<file path="src/rtl/wb_arbiter_pkg.sv">
// Shared types and constants for the Wishbone round-robin arbiter.
// Holds the FSM state type, the bus widths and the index-width helper.
package wb_arbiter_pkg;

  localparam int WB_ARB_MAX_INITIATORS = 4;
  localparam int WB_ADDR_WIDTH = 24;
  localparam int DATA_WIDTH = 16;

  localparam int OUTS_MAX = 16;
  localparam int OUTS_W = $clog2(OUTS_MAX) + 1;

  typedef enum logic [1:0] {
    WB_ARB_IDLE,
    WB_ARB_OWNED,
    WB_ARB_DRAIN
  } wb_arb_state_t;

  function automatic int idx_width(input int n);
    return (n > 1) ? $clog2(n) : 1;
  endfunction

endpackage

</file>
<file path="src/rtl/wb_arbiter_if.sv">
// Initiator-side and target-side Wishbone signals of the arbiter.
// slave: the arbiter's view; master: the surrounding initiators/targets.
interface wb_arbiter_if
  import wb_arbiter_pkg::*;
#(
  parameter int N = 2
);

  localparam int OW = idx_width(N);

  logic [N-1:0][WB_ADDR_WIDTH-1:0] ini_addr_i;
  logic [N-1:0][DATA_WIDTH-1:0]    ini_data_i;
  logic [N-1:0][DATA_WIDTH-1:0]    ini_data_o;
  logic [N-1:0]                    ini_we_i;
  logic [N-1:0]                    ini_cycle_i;
  logic [N-1:0]                    ini_strobe_i;
  logic [N-1:0]                    ini_stall_o;
  logic [N-1:0]                    ini_ack_o;

  logic [WB_ADDR_WIDTH-1:0] wb_addr_o;
  logic [DATA_WIDTH-1:0]    wb_data_o;
  logic [DATA_WIDTH-1:0]    wb_data_i;
  logic                     wb_we_o;
  logic                     wb_cycle_o;
  logic                     wb_strobe_o;
  logic                     wb_stall_i;
  logic                     wb_ack_i;

  logic [OW-1:0] owner_o;
  logic          owner_valid_o;
  logic          timeout_o;

  modport slave (
    input  ini_addr_i,
    input  ini_data_i,
    output ini_data_o,
    input  ini_we_i,
    input  ini_cycle_i,
    input  ini_strobe_i,
    output ini_stall_o,
    output ini_ack_o,
    output wb_addr_o,
    output wb_data_o,
    input  wb_data_i,
    output wb_we_o,
    output wb_cycle_o,
    output wb_strobe_o,
    input  wb_stall_i,
    input  wb_ack_i,
    output owner_o,
    output owner_valid_o,
    output timeout_o
  );

  modport master (
    output ini_addr_i,
    output ini_data_i,
    input  ini_data_o,
    output ini_we_i,
    output ini_cycle_i,
    output ini_strobe_i,
    input  ini_stall_o,
    input  ini_ack_o,
    input  wb_addr_o,
    input  wb_data_o,
    output wb_data_i,
    input  wb_we_o,
    input  wb_cycle_o,
    input  wb_strobe_o,
    output wb_stall_i,
    output wb_ack_i,
    input  owner_o,
    input  owner_valid_o,
    input  timeout_o
  );

endinterface

</file>
<file path="src/rtl/wb_arbiter_rr_picker.sv">
// Combinational round-robin picker: first requester after the last
// winner, wrapping N-1 -> 0.
module wb_arbiter_rr_picker #(
  parameter int N  = 2,
  parameter int IW = 1
) (
  input  logic [N-1:0]  req,
  input  logic [IW-1:0] last,
  output logic [IW-1:0] grant_idx,
  output logic          any
);

  int j;
  logic [IW-1:0] jj;

  always_comb begin
    grant_idx = '0;
    any = 1'b0;
    j = 0;
    jj = '0;
    for (int i = 1; i <= N; i++) begin
      j = int'(last) + i;
      if (j >= N) j = j - N;
      jj = IW'(j);
      if (!any && req[jj]) begin
        any = 1'b1;
        grant_idx = jj;
      end
    end
  end

endmodule

</file>
<file path="src/rtl/wb_arbiter.sv">
// Round-robin Wishbone arbiter, ownership held per CYC.
// Optional ACK watchdog with DRAIN state: define WB_ARB_TIMEOUT_EN.
module wb_arbiter
  import wb_arbiter_pkg::*;
#(
  parameter int NUM_INITIATORS = 2,
  parameter int TIMEOUT_CYCLES = 255
) (
  input logic        wb_clock_i,
  input logic        wb_reset_i,
  wb_arbiter_if.slave bus
);

  localparam int N  = NUM_INITIATORS;
  localparam int OW = idx_width(N);
  localparam logic [OUTS_W-1:0] OUTS_FULL =
    OUTS_W'(OUTS_MAX);

  if (N < 1 || N > WB_ARB_MAX_INITIATORS ||
      TIMEOUT_CYCLES < 1) begin : g_bad_cfg
    $error("wb_arbiter: bad parameters");
  end

  wb_arb_state_t state_q, state_d;
  logic [OW-1:0] owner_q;
  logic [OW-1:0] last_q;
  logic [OW-1:0] pick_idx;
  logic          pick_any;
  logic [OUTS_W-1:0] outs_q;

  logic owned;
  logic own_cyc;
  logic own_stb;
  logic inc;
  logic dec;
  logic wd_hit;

  logic [N-1:0] stall_v;
  logic [N-1:0] ack_v;

  wb_arbiter_rr_picker #(
    .N (N),
    .IW(OW)
  ) u_pick (
    .req      (bus.ini_cycle_i),
    .last     (last_q),
    .grant_idx(pick_idx),
    .any      (pick_any)
  );

  assign owned   = (state_q == WB_ARB_OWNED);
  assign own_cyc = bus.ini_cycle_i[owner_q];
  assign own_stb = bus.ini_strobe_i[owner_q];

  assign inc = owned & own_cyc & own_stb &
               ~bus.wb_stall_i;
  assign dec = owned & bus.wb_ack_i;

`ifdef WB_ARB_TIMEOUT_EN
  localparam int WD_W = $clog2(TIMEOUT_CYCLES + 1);

  logic [WD_W-1:0] wd_q;
  logic            timeout_q;

  // Fires on the count that would reach TIMEOUT_CYCLES.
  assign wd_hit = owned & own_cyc &
                  (outs_q != '0) & ~bus.wb_ack_i &
                  (wd_q == WD_W'(TIMEOUT_CYCLES - 1));

  always_ff @(posedge wb_clock_i or posedge wb_reset_i) begin
    if (wb_reset_i) begin
      wd_q      <= '0;
      timeout_q <= 1'b0;
    end else begin
      timeout_q <= wd_hit;
      if (!owned || bus.wb_ack_i) begin
        wd_q <= '0;
      end else if (outs_q != '0) begin
        wd_q <= wd_q + 1'b1;
      end
    end
  end

  assign bus.timeout_o = timeout_q;
`else
  assign wd_hit = 1'b0;
  assign bus.timeout_o = 1'b0;
`endif

  always_comb begin
    state_d = state_q;
    unique case (state_q)
      WB_ARB_IDLE: begin
        if (pick_any) state_d = WB_ARB_OWNED;
      end
      WB_ARB_OWNED: begin
        if (!own_cyc) state_d = WB_ARB_IDLE;
        else if (wd_hit) state_d = WB_ARB_DRAIN;
      end
`ifdef WB_ARB_TIMEOUT_EN
      WB_ARB_DRAIN: begin
        if (!own_cyc) state_d = WB_ARB_IDLE;
      end
`endif
      default: state_d = WB_ARB_IDLE;
    endcase
  end

  always_ff @(posedge wb_clock_i or posedge wb_reset_i) begin
    if (wb_reset_i) begin
      state_q <= WB_ARB_IDLE;
      owner_q <= '0;
      last_q  <= OW'(N - 1);
      outs_q  <= '0;
    end else begin
      state_q <= state_d;
      if (state_q == WB_ARB_IDLE && pick_any) begin
        owner_q <= pick_idx;
      end
      if (state_q != WB_ARB_IDLE &&
          state_d == WB_ARB_IDLE) begin
        last_q <= owner_q;
      end
      if (state_d == WB_ARB_IDLE) begin
        outs_q <= '0;
      end else if (inc && !dec) begin
        if (outs_q != OUTS_FULL) outs_q <= outs_q + 1'b1;
      end else if (dec && !inc) begin
        if (outs_q != '0) outs_q <= outs_q - 1'b1;
      end
    end
  end

  // Non-owners always see stall and never see ack.
  always_comb begin
    stall_v = '1;
    ack_v   = '0;
    if (owned) begin
      stall_v[owner_q] = bus.wb_stall_i;
      ack_v[owner_q]   = bus.wb_ack_i;
    end
  end

  assign bus.ini_stall_o = stall_v;
  assign bus.ini_ack_o   = ack_v;
  assign bus.ini_data_o  = {N{bus.wb_data_i}};

  assign bus.wb_cycle_o  = owned & own_cyc;
  assign bus.wb_strobe_o = owned & own_cyc & own_stb;
  assign bus.wb_we_o     = owned & bus.ini_we_i[owner_q];
  assign bus.wb_addr_o   = owned ?
    bus.ini_addr_i[owner_q] : '0;
  assign bus.wb_data_o   = owned ?
    bus.ini_data_i[owner_q] : '0;

  assign bus.owner_o       = owner_q;
  assign bus.owner_valid_o = (state_q != WB_ARB_IDLE);

`ifndef SYNTHESIS
  a_outs_sat: assert property (
    @(posedge wb_clock_i) disable iff (wb_reset_i)
    !(outs_q == OUTS_FULL && inc && !dec))
    else $error("wb_arbiter: outstanding overflow");

  a_early_drop: assert property (
    @(posedge wb_clock_i) disable iff (wb_reset_i)
    !(owned && !own_cyc && outs_q != '0))
    else $error("wb_arbiter: CYC dropped with outstanding");
`endif

endmodule

</file>
<file path="src/flat_wrapper.sv">
// flat-port wrapper written by rule: the top's interface ports become plain ports
module wb_arbiter_flat import wb_arbiter_pkg::*;
#(
  parameter int NUM_INITIATORS = 2,
  parameter int TIMEOUT_CYCLES = 255
)
  (wb_clock_i, wb_reset_i, bus_ini_addr_i, bus_ini_data_i, bus_ini_data_o, bus_ini_we_i, bus_ini_cycle_i, bus_ini_strobe_i, bus_ini_stall_o, bus_ini_ack_o, bus_wb_addr_o, bus_wb_data_o, bus_wb_data_i, bus_wb_we_o, bus_wb_cycle_o, bus_wb_strobe_o, bus_wb_stall_i, bus_wb_ack_i, bus_owner_o, bus_owner_valid_o, bus_timeout_o);
  wb_arbiter_if #(.N((2))) bus_i ();
  input logic wb_clock_i;
  input logic wb_reset_i;
  input wire logic [$bits(bus_i.ini_addr_i)-1:0] bus_ini_addr_i;
  input wire logic [$bits(bus_i.ini_data_i)-1:0] bus_ini_data_i;
  output wire logic [$bits(bus_i.ini_data_o)-1:0] bus_ini_data_o;
  input wire logic [$bits(bus_i.ini_we_i)-1:0] bus_ini_we_i;
  input wire logic [$bits(bus_i.ini_cycle_i)-1:0] bus_ini_cycle_i;
  input wire logic [$bits(bus_i.ini_strobe_i)-1:0] bus_ini_strobe_i;
  output wire logic [$bits(bus_i.ini_stall_o)-1:0] bus_ini_stall_o;
  output wire logic [$bits(bus_i.ini_ack_o)-1:0] bus_ini_ack_o;
  output wire logic [$bits(bus_i.wb_addr_o)-1:0] bus_wb_addr_o;
  output wire logic [$bits(bus_i.wb_data_o)-1:0] bus_wb_data_o;
  input wire logic [$bits(bus_i.wb_data_i)-1:0] bus_wb_data_i;
  output wire logic [$bits(bus_i.wb_we_o)-1:0] bus_wb_we_o;
  output wire logic [$bits(bus_i.wb_cycle_o)-1:0] bus_wb_cycle_o;
  output wire logic [$bits(bus_i.wb_strobe_o)-1:0] bus_wb_strobe_o;
  input wire logic [$bits(bus_i.wb_stall_i)-1:0] bus_wb_stall_i;
  input wire logic [$bits(bus_i.wb_ack_i)-1:0] bus_wb_ack_i;
  output wire logic [$bits(bus_i.owner_o)-1:0] bus_owner_o;
  output wire logic [$bits(bus_i.owner_valid_o)-1:0] bus_owner_valid_o;
  output wire logic [$bits(bus_i.timeout_o)-1:0] bus_timeout_o;
  assign bus_i.ini_addr_i = bus_ini_addr_i;
  assign bus_i.ini_data_i = bus_ini_data_i;
  assign bus_ini_data_o = bus_i.ini_data_o;
  assign bus_i.ini_we_i = bus_ini_we_i;
  assign bus_i.ini_cycle_i = bus_ini_cycle_i;
  assign bus_i.ini_strobe_i = bus_ini_strobe_i;
  assign bus_ini_stall_o = bus_i.ini_stall_o;
  assign bus_ini_ack_o = bus_i.ini_ack_o;
  assign bus_wb_addr_o = bus_i.wb_addr_o;
  assign bus_wb_data_o = bus_i.wb_data_o;
  assign bus_i.wb_data_i = bus_wb_data_i;
  assign bus_wb_we_o = bus_i.wb_we_o;
  assign bus_wb_cycle_o = bus_i.wb_cycle_o;
  assign bus_wb_strobe_o = bus_i.wb_strobe_o;
  assign bus_i.wb_stall_i = bus_wb_stall_i;
  assign bus_i.wb_ack_i = bus_wb_ack_i;
  assign bus_owner_o = bus_i.owner_o;
  assign bus_owner_valid_o = bus_i.owner_valid_o;
  assign bus_timeout_o = bus_i.timeout_o;
  wb_arbiter #(.NUM_INITIATORS(NUM_INITIATORS), .TIMEOUT_CYCLES(TIMEOUT_CYCLES)) u_core (.wb_clock_i(wb_clock_i), .wb_reset_i(wb_reset_i), .bus(bus_i));
endmodule
</file>
<file path="config.mk">
export PLATFORM = sky130hd
export DESIGN_NAME = wb_arbiter_flat
export DESIGN_NICKNAME = d
export VERILOG_FILES = /design/src/rtl/wb_arbiter_pkg.sv /design/src/rtl/wb_arbiter_if.sv /design/src/rtl/wb_arbiter_rr_picker.sv /design/src/rtl/wb_arbiter.sv /design/src/flat_wrapper.sv
export SDC_FILE = /design/constraint.sdc
export NUM_CORES = 1
export LEC_CHECK = 0
export ABC_AREA = 1
export ABC_CLOCK_PERIOD_IN_PS = 1500
export BUFFER_PORTS_ARGS = -buffer_cell sky130_fd_sc_hd__buf_2
export CAP_MARGIN = 40
export CORE_ASPECT_RATIO = 0.8
export CORE_MARGIN = 8
export CORE_UTILIZATION = 33
export DETAILED_ROUTE_END_ITERATION = 16
export HOLD_SLACK_MARGIN = 0.05
export PLACE_DENSITY = 0.91
export SLEW_MARGIN = 30
export SYNTH_ARGS = -nofsm -noshare
export SYNTH_HDL_FRONTEND = slang
export SYNTH_HIERARCHICAL = 1
export SYNTH_SLANG_ARGS = --single-unit
</file>
<file path="constraint.sdc">
create_clock -name wb_clock_i -period 1.5 [get_ports wb_clock_i]
set_input_delay 0.15 -clock wb_clock_i [delete_from_list [all_inputs] [get_ports wb_clock_i]]
set_output_delay 0.15 -clock wb_clock_i [all_outputs]
set_load 0.02 [all_outputs]
</file>
==> reports/qor.txt <==
Largest net degree at the start of global routing - 25
Crit Path Category - reg2out
Uppermost layer routed - met4
DP Area - 1760 sq um
Worst R2R Path Depth - 7
Startpoint types - register
Die W - 86.1 um
CORE AREA - 3780 sq um
Share of cells above drive strength 1 - 0.657
RSZ-0062 raised after global routing - true
Crit Path Max Fanout - 12
Antenna violations before repair - 0
DP HPWL - 4110 um
IO Port Bufs - 138
Total CTS buffers - 3
Seq cells post-synth - 4
Hold wc startpoint - bus_ini_cycle_i[0]
Starting DRT DRC Count - 59
Mean number of vias per cell - 4.52
Syn avg cell area - 6.30 sq um
DRC Markers - 0
Clock skew - 0.00213 ns
Wl on met1 - 1970 um
N_diodes - 0
Ys Warns - 6
Clock buffer depth - 2
Arrival time of the worst setup path - 1.34 ns
Grt total ovfl - 0
Post-synthesis cell type count - 16
VDD IR-drop max - 0.610 mV
First-pass GRT wire length - 7300 um
Met2 Wirelength - 2900 um
Critical path endpoint category - output port
All-Layer GR Usage - 0.140
Status - finished clean
Via count - 1698
Worst R2R End - u_core/last_q
Final period demand of the worst path - 1.49 ns
Number of global-route vias before repair - 1515
P&R area growth vs syn - 63.8%
DR WL met3 - 579 um
Final hold vios - 0
Final instance area - 2130 sq um
Num Clock Sinks - 4
Clk Latency, worst-skew pair - 0.22 ns
Hold Path Sink - u_core/bus.owner_o
Pre-Repair DR Iteration Count - 4
Final period util - 0.991
Initial core utilization - 0.343
Final setup violation count - 0
Slew Limit Fails - 0
Crit Reg-Reg Startpoint - u_core/bus.owner_o
Routed wire length - 5490 um
Global placer's final weighted congestion - 0.791
Cells after Synth - 206
Core Util, Final - 0.563
Commonest non-fill, non-tap cell in the layout - buf_2
Area of the die - 6210 sq um
Nets@finish - 428
CP max-delay cell - dfrtp_2
Post-DRT Antenna Nets - 0
Critical Path, Cell by Cell - buf_4, clkbuf_16, nor3_2, buf_4
Clock transition at path regs - 0.03 ns
Most frequent cells in the layout - buf_2 (100), nand2_1 (89), a21oi_2 (41)
Sum of negative setup slack - 0 ns
CP required - 1.35 ns
WHS - 0.281 ns
Mean routed wirelength per cell - 14.6 um
Hold path depth - 4
Pwr dens - 812 nW/um^2
Netlist Area Pre-Place - 1300 sq um
Num rows - 20
Worst hold path type - in2reg
Most common cell on crit path - buf_4
Fmax - 0.672 GHz
Die height - 72.1 um
I/O pin total - 188
Maxcap violations - 0
# fillers - 360
Post-synthesis sequential area ratio - 0.0781
CTS root buffer - clkbuf_8
Number of H-tree levels - 1
Crit-path max cell delay - 0.45 ns
Reg-to-reg setup timing slack - 0.36 ns
CTS tree - yes
Pleak - 0.00115 uW
==> final cells by class <==
| class | count | area, sq um | share of cell area |
|---|---|---|---|
| Timing Repair Buffer | 156 | 1060 | 0.500 |
| Multi-Input combinational cell | 148 | 807 | 0.380 |
| Sequential cell | 4 | 103 | 0.0483 |
| Tap cell | 55 | 68.8 | 0.0324 |
| Clock buffer | 4 | 45.0 | 0.0212 |
| Inverter | 9 | 38.8 | 0.0182 |
==> how the worst max path moves through the flow <==
stage	startpoint	endpoint	slack, ns	depth (start not counted)
finish	u_core/bus.owner_o	bus_ini_ack_o[0]	0.01	4
global route	u_core/bus.owner_o	bus_wb_strobe_o	-0.03	5
CTS	u_core/state_q[0]	bus_ini_ack_o[0]	0.004	6
detailed placement	u_core/bus.owner_o	bus_wb_data_o[10]	0.16	5
global placement	u_core/bus.owner_o	bus_wb_data_o[3]	0.19	5
floorplan	u_core/bus.owner_o	bus_ini_ack_o[0]	0.07	3
==> worst max-delay path: cells and delay by family (launching register included) <==
kind / cells / cell delay [ns]
flip-flops: 1 / 0.45
buffers and inverters: 3 / 0.48
AND/OR/NAND/NOR: 1 / 0.18
==> cell families after synthesis <==
kind of cell | synth area share
buffers and inverters | 0.321
other | 0.00289
AND/OR/NAND/NOR | 0.312
AO/OA/AOI/OAI | 0.285
flip-flops | 0.0781
==> where the power goes <==
| part | internal, uW | total (uW) | switching (uW) |
|---|---|---|---|
| clock network | 182 | 247 | 65.1 |
| registers | 137 | 163 | 25.4 |
| logic | 590 | 1320 | 726 |
| total | 910 | 1730 | 817 |
==> synth_stat cells (all sizes together) <==
cell   count  area share
nor3       2      0.0077
dfstp      1       0.020
a21oi     44        0.29
buf       46        0.30
nand3      4       0.015
nand2     93        0.27
conb       1      0.0029
nor2       2       0.012
inv        9       0.026
or2        1      0.0048
dfrtp      3       0.058
==> routing by layer <==
layer  global-route usage  vias up
li1                     -      843
met1                0.146      765
met2                0.257       83
met3               0.0564        7
met4               0.0349        0
met5                    0        -
==> timing repair <==
action,in CTS,in global routing
resized for setup,8,52
setup buffers,2,6
endpoints found under the hold margin,4,0
setup endpoints to repair,40,44
gates cloned,0,3
hold buffers,1,0
pin swaps,1,5
==> per-stage QoR <==
stage | std cells | worst slack (ns) | total power (uW)
final | 376 | 0.0128 | 1730
after global routing | 376 | -0.0337 | 1840
after CTS | 367 | 0.00432 | 1480
after detailed placement | 360 | 0.165 | 1160
after global placement | 360 | 0.191 | 1140
after floorplan | 207 | 0.0734 | 1020
==> sequential cells by signal, indices dropped and copies added (netlist names) <==
name                count
u_core/bus.owner_o      1
u_core/last_q           1
u_core/state_q          2
Power figures use the tool's default switching activity.
